### config.mk
export PLATFORM = sky130hd
export DESIGN_NAME = rf_wb_arbiter
export DESIGN_NICKNAME = d
export VERILOG_FILES = /design/src/rtl/rf_wb_arbiter.sv
export SDC_FILE = /design/constraint.sdc
export NUM_CORES = 1
export LEC_CHECK = 0
export ABC_AREA = 1
export ABC_CLOCK_PERIOD_IN_PS = 10700
export BUFFER_PORTS_ARGS = -buffer_cell sky130_fd_sc_hd__buf_2
export CAP_MARGIN = 10
export CORE_MARGIN = 4
export CORE_UTILIZATION = 40
export CTS_BUF_LIST = sky130_fd_sc_hd__clkbuf_8 sky130_fd_sc_hd__clkbuf_16
export CTS_CLUSTER_SIZE = 24
export DETAILED_ROUTE_END_ITERATION = 10
export PLACE_DENSITY = 0.65
export SYNTH_ARGS = -nofsm -noshare
export SYNTH_HDL_FRONTEND = slang
export SYNTH_SLANG_ARGS = --single-unit
### constraint.sdc
create_clock -name clk -period 10.7 [get_ports clk]
set_clock_uncertainty 0.2 [all_clocks]
set_input_delay 2.14 -clock clk [delete_from_list [all_inputs] [get_ports clk]]
set_output_delay 2.14 -clock clk [all_outputs]
set_load 0.01 [all_outputs]
### src/rtl/rf_wb_arbiter.sv
// rf_wb_arbiter: shares the single register-file write port between the
// in-order WB stage and the long-latency unit (LU).
//
// The pipeline always wins the port. LU results wait in a small FIFO and are
// written in cycles where the pipeline does not write. A pipeline write kills
// any buffered LU result headed for the same register (WAW). A starvation
// counter raises bubble_req so buffered LU results always drain.
//
// Ports:
//   clk, rst         clock, asynchronous active-high reset
//   pipe_we/waddr/wdata   WB-stage write request
//   lu_valid/waddr/wdata  LU result offer; lu_ready = FIFO not full
//   bubble_req       registered request for one WB bubble
//   rf_we/waddr/wdata     register-file write port (also feeds forwarding)
//   lu_grant         current write comes from the FIFO head
//   fifo_count       occupied FIFO entries
module rf_wb_arbiter #(
    parameter int unsigned XLEN         = 32,
    parameter int unsigned FIFO_DEPTH   = 2,
    parameter int unsigned STARVE_LIMIT = 4
) (
    input  logic                          clk,
    input  logic                          rst,
    input  logic                          pipe_we,
    input  logic [4:0]                    pipe_waddr,
    input  logic [XLEN-1:0]               pipe_wdata,
    input  logic                          lu_valid,
    output logic                          lu_ready,
    input  logic [4:0]                    lu_waddr,
    input  logic [XLEN-1:0]               lu_wdata,
    output logic                          bubble_req,
    output logic                          rf_we,
    output logic [4:0]                    rf_waddr,
    output logic [XLEN-1:0]               rf_wdata,
    output logic                          lu_grant,
    output logic [$clog2(FIFO_DEPTH):0]   fifo_count
);

    localparam int unsigned PW = $clog2(FIFO_DEPTH);
    localparam int unsigned CW = PW + 1;
    localparam int unsigned SW = $clog2(STARVE_LIMIT + 1);

    localparam logic [CW-1:0] FULL_CNT   = CW'(FIFO_DEPTH);
    localparam logic [SW-1:0] STARVE_MAX = SW'(STARVE_LIMIT);

    typedef enum logic {
        ST_IDLE = 1'b0,
        ST_REQ  = 1'b1
    } state_t;

    // FIFO storage and pointers
    logic            live_q [FIFO_DEPTH];
    logic            live_d [FIFO_DEPTH];
    logic [4:0]      addr_q [FIFO_DEPTH];
    logic [4:0]      addr_d [FIFO_DEPTH];
    logic [XLEN-1:0] data_q [FIFO_DEPTH];
    logic [XLEN-1:0] data_d [FIFO_DEPTH];

    logic [PW-1:0]   rd_ptr_q, rd_ptr_d;
    logic [PW-1:0]   wr_ptr_q, wr_ptr_d;
    logic [CW-1:0]   count_q,  count_d;
    logic [SW-1:0]   starve_q, starve_d;
    state_t          state_q,  state_d;

    logic            pipe_eff;
    logic            fifo_empty;
    logic            head_live;
    logic            grant;
    logic            push;
    logic            pop;
    logic            ready_int;

    // Port arbitration and FIFO handshake decode
    always_comb begin
        pipe_eff   = pipe_we && (pipe_waddr != 5'd0);
        fifo_empty = (count_q == '0);
        head_live  = !fifo_empty && live_q[rd_ptr_q];
        grant      = head_live && !pipe_eff;
        // A dead head leaves on its own, independent of the port.
        pop        = !fifo_empty && (!live_q[rd_ptr_q] || grant);
        // Ready comes from the registered count only, so a pop while full
        // frees the slot for the next cycle, not this one.
        ready_int  = !rst && (count_q != FULL_CNT);
        push       = lu_valid && ready_int;
    end

    // Register-file port; held at zero for the whole time rst is high
    always_comb begin
        rf_we    = 1'b0;
        rf_waddr = 5'd0;
        rf_wdata = '0;
        lu_grant = 1'b0;
        if (!rst) begin
            if (pipe_eff) begin
                rf_we    = 1'b1;
                rf_waddr = pipe_waddr;
                rf_wdata = pipe_wdata;
            end else if (head_live) begin
                rf_we    = 1'b1;
                rf_waddr = addr_q[rd_ptr_q];
                rf_wdata = data_q[rd_ptr_q];
                lu_grant = 1'b1;
            end
        end
    end

    // FIFO next state: WAW kill on resident entries, then push overlay
    always_comb begin
        for (int unsigned i = 0; i < FIFO_DEPTH; i++) begin
            live_d[i] = live_q[i] && !(pipe_eff && (addr_q[i] == pipe_waddr));
            addr_d[i] = addr_q[i];
            data_d[i] = data_q[i];
        end
        rd_ptr_d = rd_ptr_q;
        wr_ptr_d = wr_ptr_q;
        // The pushed slot is not resident, so the overlay also shields the
        // new entry from a same-cycle kill.
        if (push) begin
            live_d[wr_ptr_q] = (lu_waddr != 5'd0);
            addr_d[wr_ptr_q] = lu_waddr;
            data_d[wr_ptr_q] = lu_wdata;
            wr_ptr_d         = wr_ptr_q + PW'(1);
        end
        if (pop) begin
            rd_ptr_d = rd_ptr_q + PW'(1);
        end
        count_d = count_q + CW'(push) - CW'(pop);
    end

    // Starvation counter: counts denied cycles of a live head, saturating
    always_comb begin
        starve_d = '0;
        if (head_live && !grant) begin
            starve_d = (starve_q == STARVE_MAX) ? starve_q : starve_q + SW'(1);
        end
    end

    // Bubble request FSM: next state and output
    always_comb begin
        state_d    = state_q;
        bubble_req = 1'b0;
        case (state_q)
            ST_IDLE: begin
                if (starve_d == STARVE_MAX) begin
                    state_d = ST_REQ;
                end
            end
            ST_REQ: begin
                bubble_req = 1'b1;
                if (grant) begin
                    state_d = ST_IDLE;
                end
            end
            default: state_d = ST_IDLE;
        endcase
    end

    // Status outputs from registered state
    always_comb begin
        lu_ready   = ready_int;
        fifo_count = count_q;
    end

    // State registers
    always_ff @(posedge clk or posedge rst) begin
        if (rst) begin
            for (int unsigned i = 0; i < FIFO_DEPTH; i++) begin
                live_q[i] <= 1'b0;
                addr_q[i] <= 5'd0;
                data_q[i] <= '0;
            end
            rd_ptr_q <= '0;
            wr_ptr_q <= '0;
            count_q  <= '0;
            starve_q <= '0;
            state_q  <= ST_IDLE;
        end else begin
            for (int unsigned i = 0; i < FIFO_DEPTH; i++) begin
                live_q[i] <= live_d[i];
                addr_q[i] <= addr_d[i];
                data_q[i] <= data_d[i];
            end
            rd_ptr_q <= rd_ptr_d;
            wr_ptr_q <= wr_ptr_d;
            count_q  <= count_d;
            starve_q <= starve_d;
            state_q  <= state_d;
        end
    end

endmodule

# Yosys cells after proc, flatten, opt, wreduce, memory -nomap -nowiden
# Index checks and enable logic that the tools add are counted.
[word_totals] in_bits=78 reg_bits=84
[op_classes] n_addsub=5 bitwise=3 n_reduce_logical=23 n_lt_le_gt_ge=3 muxes=36 eq_ne=5
[ops] op="$mux W32" n=7
[ops] op="$bwmux W64" n=1
[ops] op="$mux W5" n=7
[ops] op="$demux W32 S1" n=1
[ops] op="$logic_and A1 B1 Y1" n=12
[ops] op="$mux W1" n=12
[ops] op="$bwmux W10" n=1
[ops] op="$eq A5 B5 Y1" n=2
[ops] op="$reduce_bool A5 Y1" n=2
[ops] op="$logic_not A1 Y1" n=7
[ops] op="$eq A3 B3 Y1 const B" n=2
[ops] op="$mux W3" n=2
[ops] op="$demux W5 S1" n=1
[ops] op="$ge A2 B2 Y1 const B" n=2
[ops] op="$not A1 Y2" n=2
[ops] op="$add A3 B1 Y3 const B" n=1
[ops] op="$add A1 B1 Y1 const B" n=2
[ops] op="$add A2 B1 Y2" n=1
[ops] op="$bwmux W2" n=1
[ops] op="$logic_not A2 Y1" n=1
[ops] op="$lt A2 B1 Y1 const B" n=1
[ops] op="$mux W2" n=1
[ops] op="$ne A2 B2 Y1 const B" n=1
[ops] op="$pmux W1 S2" n=1
[ops] op="other kinds (4)" n=4

# Depth between registers and ports, before layout
# Gate-level depths: netlist of the first run.
[depth] ltp_word=12 depth_mapped=12

# Least setup slack after synthesis of the first run
# No wires, ideal clock.
[synth_timing] path_kind="input-to-output" startpoint="in rst" endpoint="out rf_waddr[3]" slack_ps=2849 path_stages=5 arrival_ps=5511 t_required_ps=8360 cell_sequence="inv_1 -> buf_2 -> buf_1 -> nand3_1 -> o21ai_2"
[synth_via] elab_chain_cells=1
[synth_lines] item="start, declared" line="23" rtl="input logic rst,"
[synth_lines] item="$mux W5" line="93" rtl="if (!rst) begin"
[synth_lines] item="end, declared" line="33" rtl="output logic [4:0] rf_waddr,"
# Every way passes these cells.

# Worst setup path after layout of the first run
[layout_timing] startpoint="in rst" endpoint="out rf_waddr[2]"
# Same word-level chain as after synthesis.

==> results of run 1 <==
==> cells in the final DEF, fill, tap and decap left out, drive strengths merged, types with 6 or more instances in the layout <==
cell type,n
inv,31
mux2i,32
buf,125
o21ai,48
a21oi,6
dfrtp,84
nand2,235
clkbuf,9
nand3,45
nor2,17
xor2,7
==> power by group through the flow <==
stage | Clock (mW) | Combinational [mW] | Sequential [mW]
after global placement | 0 | 0.508 | 0.543
after floorplan | 0 | 0.399 | 0.531
after global routing | 0.235 | 0.588 | 0.565
after detailed placement | 0 | 0.522 | 0.550
final | 0.215 | 0.517 | 0.544
after CTS | 0.222 | 0.525 | 0.545
==> final timing paths <==
path | to | cells after the start
setup / recovery | rf_waddr[2] | 5
hold / removal | data_q[6] | 2
setup reg to reg | fifo_count[1] | 10
hold reg to reg | data_q[6] | 2
max in group asynchronous | rd_ptr_q | 3
min in group asynchronous | addr_q[2] | 2
==> kinds of logic after synthesis <==
| logic type | synth area share [%] |
|---|---|
| XOR/XNOR | 2.17 |
| buffers and inverters | 6.35 |
| flip-flops | 47.4 |
| multiplexers | 7.22 |
| AND/OR/NAND/NOR | 27.3 |
| AO/OA/AOI/OAI | 8.46 |
| adder cells (fa/ha/maj) | 1.13 |
==> routing by layer <==
| layer | vias to the layer above | wire length, microns |
|---|---|---|
| met4 | 0 | 191 |
| li1 | 1942 | - |
| met5 | - | 0 |
| met2 | 104 | 5430 |
| met1 | 1872 | 5040 |
| met3 | 16 | 597 |
==> state kept, by name (all words and copies together), names as in the netlist <==
signal      flops
starve_q        3
state_q         1
addr_q         10
rd_ptr_q        1
live_q          2
wr_ptr_q        1
fifo_count      2
data_q         64
==> cell type report <==
cell class / count / area [sq um] / area share (%)
clock buffer: 9 / 124 / 2.35
clock inverter: 7 / 61.3 / 1.16
inverter: 28 / 108 / 2.04
multi-input combinational: 404 / 2050 / 38.9
sequential: 84 / 2100 / 39.8
tap: 140 / 175 / 3.32
timing repair buffer: 125 / 658 / 12.5
==> worst max-delay path, cell delays in order <==
cell     delay [ns]
buf_2          0.14
inv_4          0.38
nand3_2        0.89
o21ai_0        0.49
buf_2          0.19
==> metrics by stage <==
step / total power, mW / util [%] / hold WS (ns) / cell area (sq um)
2_1_floorplan: 0.930 / - / 0.248 / 4440
3_3_place_gp: 1.05 / 46.8 / 0.261 / 5070
3_5_place_dp: 1.07 / 46.8 / 0.264 / 5070
4_1_cts: 1.29 / 48.5 / 0.286 / 5250
5_1_grt: 1.39 / 48.7 / 0.302 / 5280
6_report: 1.28 / 48.7 / 0.283 / 5280
==> out/metrics.yaml, run 1 <==
synth:
  synth_common_cells: "nand2_1 (234), dfrtp_1 (84), nand3_1 (42)"
  syn-cell-area_sq_mm: 0.00444
  yosysWarnings: 0
  synth_top_area_cell: "dfrtp_1"
  netlist_instances: 547
  synthDominantCellAreaShare_pct: 47.4
  syn_nets: 629
  synth-seq-cells: 84
  synth_edf_count: 0
  ys_types: 27
  yosys-top-cells-area: "dfrtp_1 (47%), nand2_1 (20%), mux2i_1 (7.2%), nand3_1 (4.7%), o21ai_2 (3.9%)"
  ys_seq_area_share_pct: 47.4
  synth.avg_cell_area_sq_um: 8.11
  ys.flop_type: "dfrtp_1"
  synth.most_common_cell: "nand2_1"
  async_flop_share_pct: 100
clock_tree:
  clkSlewWorstSetupHoldPaths_ns: 0.08
  clkLatencyLatePin_ns: 0.35
  cts_tree: "built"
  htree_levels: 3
  numClockSinks: 84
  postCtsSetupBuffers: 0
  cts_buffer_depth: 2
  cts_resized: 0
  cts_buffers: 9
  ctsHoldBuffers: 0
  root_buffer: "clkbuf_8"
global_routing:
  gr-total-overflow: 0
  grt_start_max_net_pins: 78
  use_met3_pct: 2.67
  grt_pass1_wl_mm: 18.9
  grtUsageMet2_pct: 30.6
  use_met1_pct: 24.1
  antenna_found_initial: 0
  grt_pass1_vias: 3925
  grt.busiest_layer: "met2"
  grt_use_total_pct: 18.2
routing:
  drcViolationCount: 0
  wl_per_cell_microns: 14.1
  drt_iter0_drc: 255
  wl_mm: 11.3
  antenna_left: 0
  vias_per_cell: 4.94
  vias: 3934
  dr.pass1.iters: 4
sta:
  fin_ws_ns: 4.11
  hold_viol_final: 0
  slew_viol_final: 0
  rsz0062_at_grt: "false"
  tightest_slew_ns: 1.04
  relSlewSlack_pct: 30.9
  setup_violations: 0
  fin_tns_setup_ns: 0
  fin_crit_ns: 6.59
  max_freq_mhz: 152
  period_share_pct: 61.5
place:
  hpwlAfterDp_mm: 7.40
  placed_cells: 780
  routabilityCongestion: 0.860
  port_buffers: 120
  dp_slack_ns: 4.08
layout:
  fin_nets: 734
  fill_cells: 1079
  insertedDiodeCount: 0
  instances_no_fill: 797
  area_growth_pct: 19.1
  drive_above_1_share_pct: 26.0
worst_setup_path:
  reg2reg_slack_ns: 8.43
  critical_path.startpoint: "rst"
  arrival_ns: 4.25
  reg2reg_from: "rd_ptr_q"
  required_ns: 8.36
  crit_type: "primary input to output pin"
  critPathLaunchType: "primary input"
  cp_max_fo: 45
  end_kind: "output pin"
die:
  io_pins: 121
  die_h_microns: 113
  rows: 38
  die_area_sq_mm: 0.0128
  start_util_pct: 40.9
  die_w_microns: 113
  core_area_sq_mm: 0.0108
power:
  p_int_uw: 773
  swShare_pct: 39.4
  clkPwrFrac_pct: 16.8
  p_switching_uw: 502
  comb_power_share_pct: 40.5
  seqPwrFrac_pct: 42.7
  powerDensity_mw_per_mm2: 242
  p_leak_nw: 2.93
  ir_drop_uv: 96.8
hold_path:
  hp-class: "register to register"
  hold_start: "data_q[6]"
outcome:
  outcome: "completed"
flow_run:
  maxCapViolations: 0
(Power assumes the default switching activity.)
==> run 2, diff against run 1 <==
- ABC_AREA: 1 -> 0
- ABC_CLOCK_PERIOD_IN_PS: 10700 -> 5400
- PLACE_DENSITY: 0.65 -> 0.67
- clock period: 10.7 -> 5.4 ns (I/O delays scaled with it)
==> run 2 against run 1 <==
Compared with the run above: clock power up 130%; synthesized area rose by 1.1%; combinational power up 140%; clock-buffer cell count grew 1; die area up 0.99%; synthesized cell count shrank 27%; routed wire length shrank 5.6%; hold slack gained 0.024 ns; critical path depth is 2 higher; largest power group is now combinational logic; cell count fell by 19%; worst setup slack lost 3.0 ns; largest cell class is now multi-input gates.
==> out/metrics.yaml, run 2 <==
routing:
  dr.pass1.iters: 4  # unchanged
  wl_per_cell_microns: 16.4  # was 14.1 microns
  vias_per_cell: 5.27  # was 4.94
  drcViolationCount: 0  # unchanged
  wl_mm: 10.6  # was 11.3 mm
  vias: 3409  # was 3934
  antenna_left: 0  # unchanged
  drt_iter0_drc: 101  # was 255
synth:
  yosysWarnings: 0  # unchanged
  synth.most_common_cell: "mux2_2"  # was nand2_1
  yosys-top-cells-area: "dfrtp_1 (47%), mux2_2 (28%), nand3_1 (4.1%), a21oi_1 (3.7%), nand2_1 (3.1%)"  # was dfrtp_1 (47%), nand2_1 (20%), mux2i_1 (7.2%), nand3_1 (4.7%), o21ai_2 (3.9%)
  synthDominantCellAreaShare_pct: 46.9  # was 47.4%
  synth_top_area_cell: "dfrtp_1"  # unchanged
  synth_top_family_by_area: "multiplexers"  # was simple AND/OR/NAND/NOR gates
  ys.flop_type: "dfrtp_1"  # unchanged
  syn_nets: 479  # was 629
  synth_xor_area_share_pct: 2.74  # was 2.17%
  synthSimpleGateAreaFrac_pct: 9.94  # was 27.3%
  synth_compound_area_share_pct: 6.42  # was 8.46%
  async_flop_share_pct: 100  # unchanged
  synth_edf_count: 0  # unchanged
  synth.avg_cell_area_sq_um: 11.3  # was 8.11 sq um
  synth_fa_ha_area_share_pct: 1.12  # was 1.13%
  ys_seq_area_share_pct: 46.9  # was 47.4%
  ys_types: 34  # was 27
  synth_common_cells: "mux2_2 (111), dfrtp_1 (84), nand2_1 (37), nand3_1 (37), a21oi_1 (33)"  # was nand2_1 (234), dfrtp_1 (84), nand3_1 (42)
  netlist_instances: 397  # was 547
  synth-seq-cells: 84  # unchanged
  muxShareOfSynthArea_pct: 28.8  # was 7.22%
  syn-cell-area_sq_mm: 0.00448  # was 0.00444 sq mm
worst_setup_path:
  arrival_ns: 3.04  # was 4.25 ns
  end_kind: "output pin"  # unchanged
  r2r_cells: 5  # was 10
  slowest_delay_ns: 0.56  # was 0.89 ns
  worstSetupPathDepth: 7  # was 5
  crit_slowest_cell: "or4_4"  # was nand3_2
  crit_top_cell: "buf_2"  # unchanged
  required_ns: 4.12  # was 8.36 ns
  critPathLaunchType: "primary input"  # unchanged
  crit_family: "compound AO/OA/AOI/OAI gates"  # was simple AND/OR/NAND/NOR gates
  crit_chain: "buf_2 > or4_4 > o21ai_4 > buf_12 > nand3_1 > a21oi_1 > buf_2"  # was buf_2 > inv_4 > nand3_2 > o21ai_0 > buf_2
  cp_max_fo: 24  # was 45
  critPathBufInv: 3  # unchanged
  crit_type: "primary input to output pin"  # unchanged
clock_tree:
  cts_tree: "built"  # unchanged
  clkLatencyLatePin_ns: 0.34  # was 0.35 ns
  clkSlewWorstSetupHoldPaths_ns: 0.07  # was 0.08 ns
  postCtsSetupBuffers: 0  # unchanged
  numClockSinks: 84  # unchanged
  root_buffer: "clkbuf_8"  # unchanged
  cts_buffer_depth: 2  # unchanged
  cts_resized: 0  # unchanged
  htree_levels: 3  # unchanged
  ctsHoldBuffers: 0  # unchanged
  cts_buffers: 9  # unchanged
place:
  placed_cells: 631  # was 780
  placed_area_sq_mm: 0.00516  # was 0.00507 sq mm
  hpwlAfterDp_mm: 6.97  # was 7.40 mm
  port_buffers: 120  # unchanged
  routabilityCongestion: 0.748  # was 0.860
  dp_slack_ns: 1.07  # was 4.08 ns
sta:
  slew_viol_final: 0  # unchanged
  holdWs_ns: 0.306  # was 0.283 ns
  max_freq_mhz: 232
  setup_violations: 0  # unchanged
  tightest_slew_ns: 1.16  # was 1.04 ns
  fin_tns_setup_ns: 0  # unchanged
  hold_viol_final: 0  # unchanged
  fin_crit_ns: 4.32
  fin_ws_ns: 1.08  # was 4.11 ns
  period_share_pct: 79.9
  rsz0062_at_grt: "false"  # unchanged
  relSlewSlack_pct: 22.9  # was 30.9%
outcome:
  outcome: "completed"  # unchanged
hold_path:
  min_path_cells: 1  # was 2
  hp-class: "register to register"  # unchanged
die:
  start_util_pct: 41.2  # was 40.9%
  core_area_sq_mm: 0.0109  # was 0.0108 sq mm
  die_w_microns: 114  # was 113 microns
  rows: 38  # unchanged
  io_pins: 121  # unchanged
  die_h_microns: 114  # was 113 microns
  die_area_sq_mm: 0.0130  # was 0.0128 sq mm
power:
  powerDensity_mw_per_mm2: 527  # was 242 mW/mm^2
  ir_drop_uv: 273  # was 96.8 uV
  total_power_mw: 2.83  # was 1.28 mW
  p_leak_nw: 2.47  # was 2.93 nW
global_routing:
  antenna_found_initial: 0  # unchanged
  grt_pass1_wl_mm: 17.5  # was 18.9 mm
  gr-total-overflow: 0  # unchanged
  grt_pass1_vias: 3550  # was 3925
  grt_start_max_net_pins: 85  # was 78
  grt_use_total_pct: 16.8  # was 18.2%
layout:
  seq_area_sq_mm: 0.00210  # unchanged
  drive_above_1_share_pct: 50.9  # was 26.0%
  finalInstanceArea_sq_mm: 0.00538  # was 0.00528 sq mm
  fin_nets: 584  # was 734
  area_growth_pct: 20.0  # was 19.1%
  fill_cells: 1005  # was 1079
  layout_common_cells: "buf_2 (120), mux2_2 (111), dfrtp_1 (83), nand2_1 (37), nand3_1 (36)"  # was nand2_1 (234), buf_2 (120), dfrtp_1 (83), nand3_1 (42), mux2i_1 (32)
  final_common_cell: "buf_2"  # was nand2_1
  top_register: "data_q"  # unchanged
  multi_input_area_sq_mm: 0.00222  # was 0.00205 sq mm
  fin_util_pct: 49.4  # was 48.7%
  insertedDiodeCount: 0  # unchanged
  instances_no_fill: 647  # was 797
  largest_reg_flops: 64  # unchanged
  largestRegisters: "data_q (64), addr_q (10), starve_q (3)"  # unchanged
flow_run:
  maxCapViolations: 0  # unchanged
run 2: changes by cell type after synthesis, moves of 21 or more:
cell	before	now
nand2_1	234	37
mux2_2	0	111
a21oi_1	5	33
mux2i_1	32	4
o21ai_0	22	1
run 2: path summary, 6_finish.rpt:
path / from / endpoint / slack, ns
max in group asynchronous: rst / rd_ptr_q / 3.00
setup reg to reg: rd_ptr_q / state_q / 2.82
hold reg to reg: data_q[40] / data_q[40] / 0.31
setup / recovery: pipe_waddr[0] / rf_wdata[3] / 1.08
hold / removal: data_q[40] / data_q[40] / 0.31
min in group asynchronous: rst / data_q[41] / 1.24
run 2: kinds of logic after synthesis:
group	count (synthesis)
mux	115
simple gates	98
flops	84
compound gates	47
buf+inv	35
xor+xnor	14
fa+ha+maj	4
run 2: power breakdown:
part,internal [mW],switching [mW],total (mW)
Clock,0.269,0.220,0.490
Sequential,0.941,0.172,1.11
Combinational,0.666,0.565,1.23
Total,1.88,0.957,2.83
run 2: worst reg2reg max path: cells and delay by family, from the launching register on:
family	cells	cell delay, ns
and+or+nand+nor	2	1.01
buffers and inverters	1	0.49
DFF	1	0.35
muxes	1	0.26
AOI/OAI and AO/OA	1	0.18
run 2: area by class of cell:
cell class | instances | share of cell area [%]
flip-flops and latches | 84 | 39.1
well taps | 140 | 3.26
inverters | 4 | 0.302
repair buffers | 125 | 12.1
clock inverters | 6 | 1.49
clock buffers | 10 | 2.56
multi-input cells | 278 | 41.2
run 2: layer usage:
metal | track usage, % | vias up | routed length [microns]
li1 | - | 1621 | -
met1 | 22.5 | 1671 | 4720
met2 | 28.0 | 108 | 5100
met3 | 3.50 | 9 | 724
met4 | 4.51 | 0 | 84
met5 | 0 | - | 0
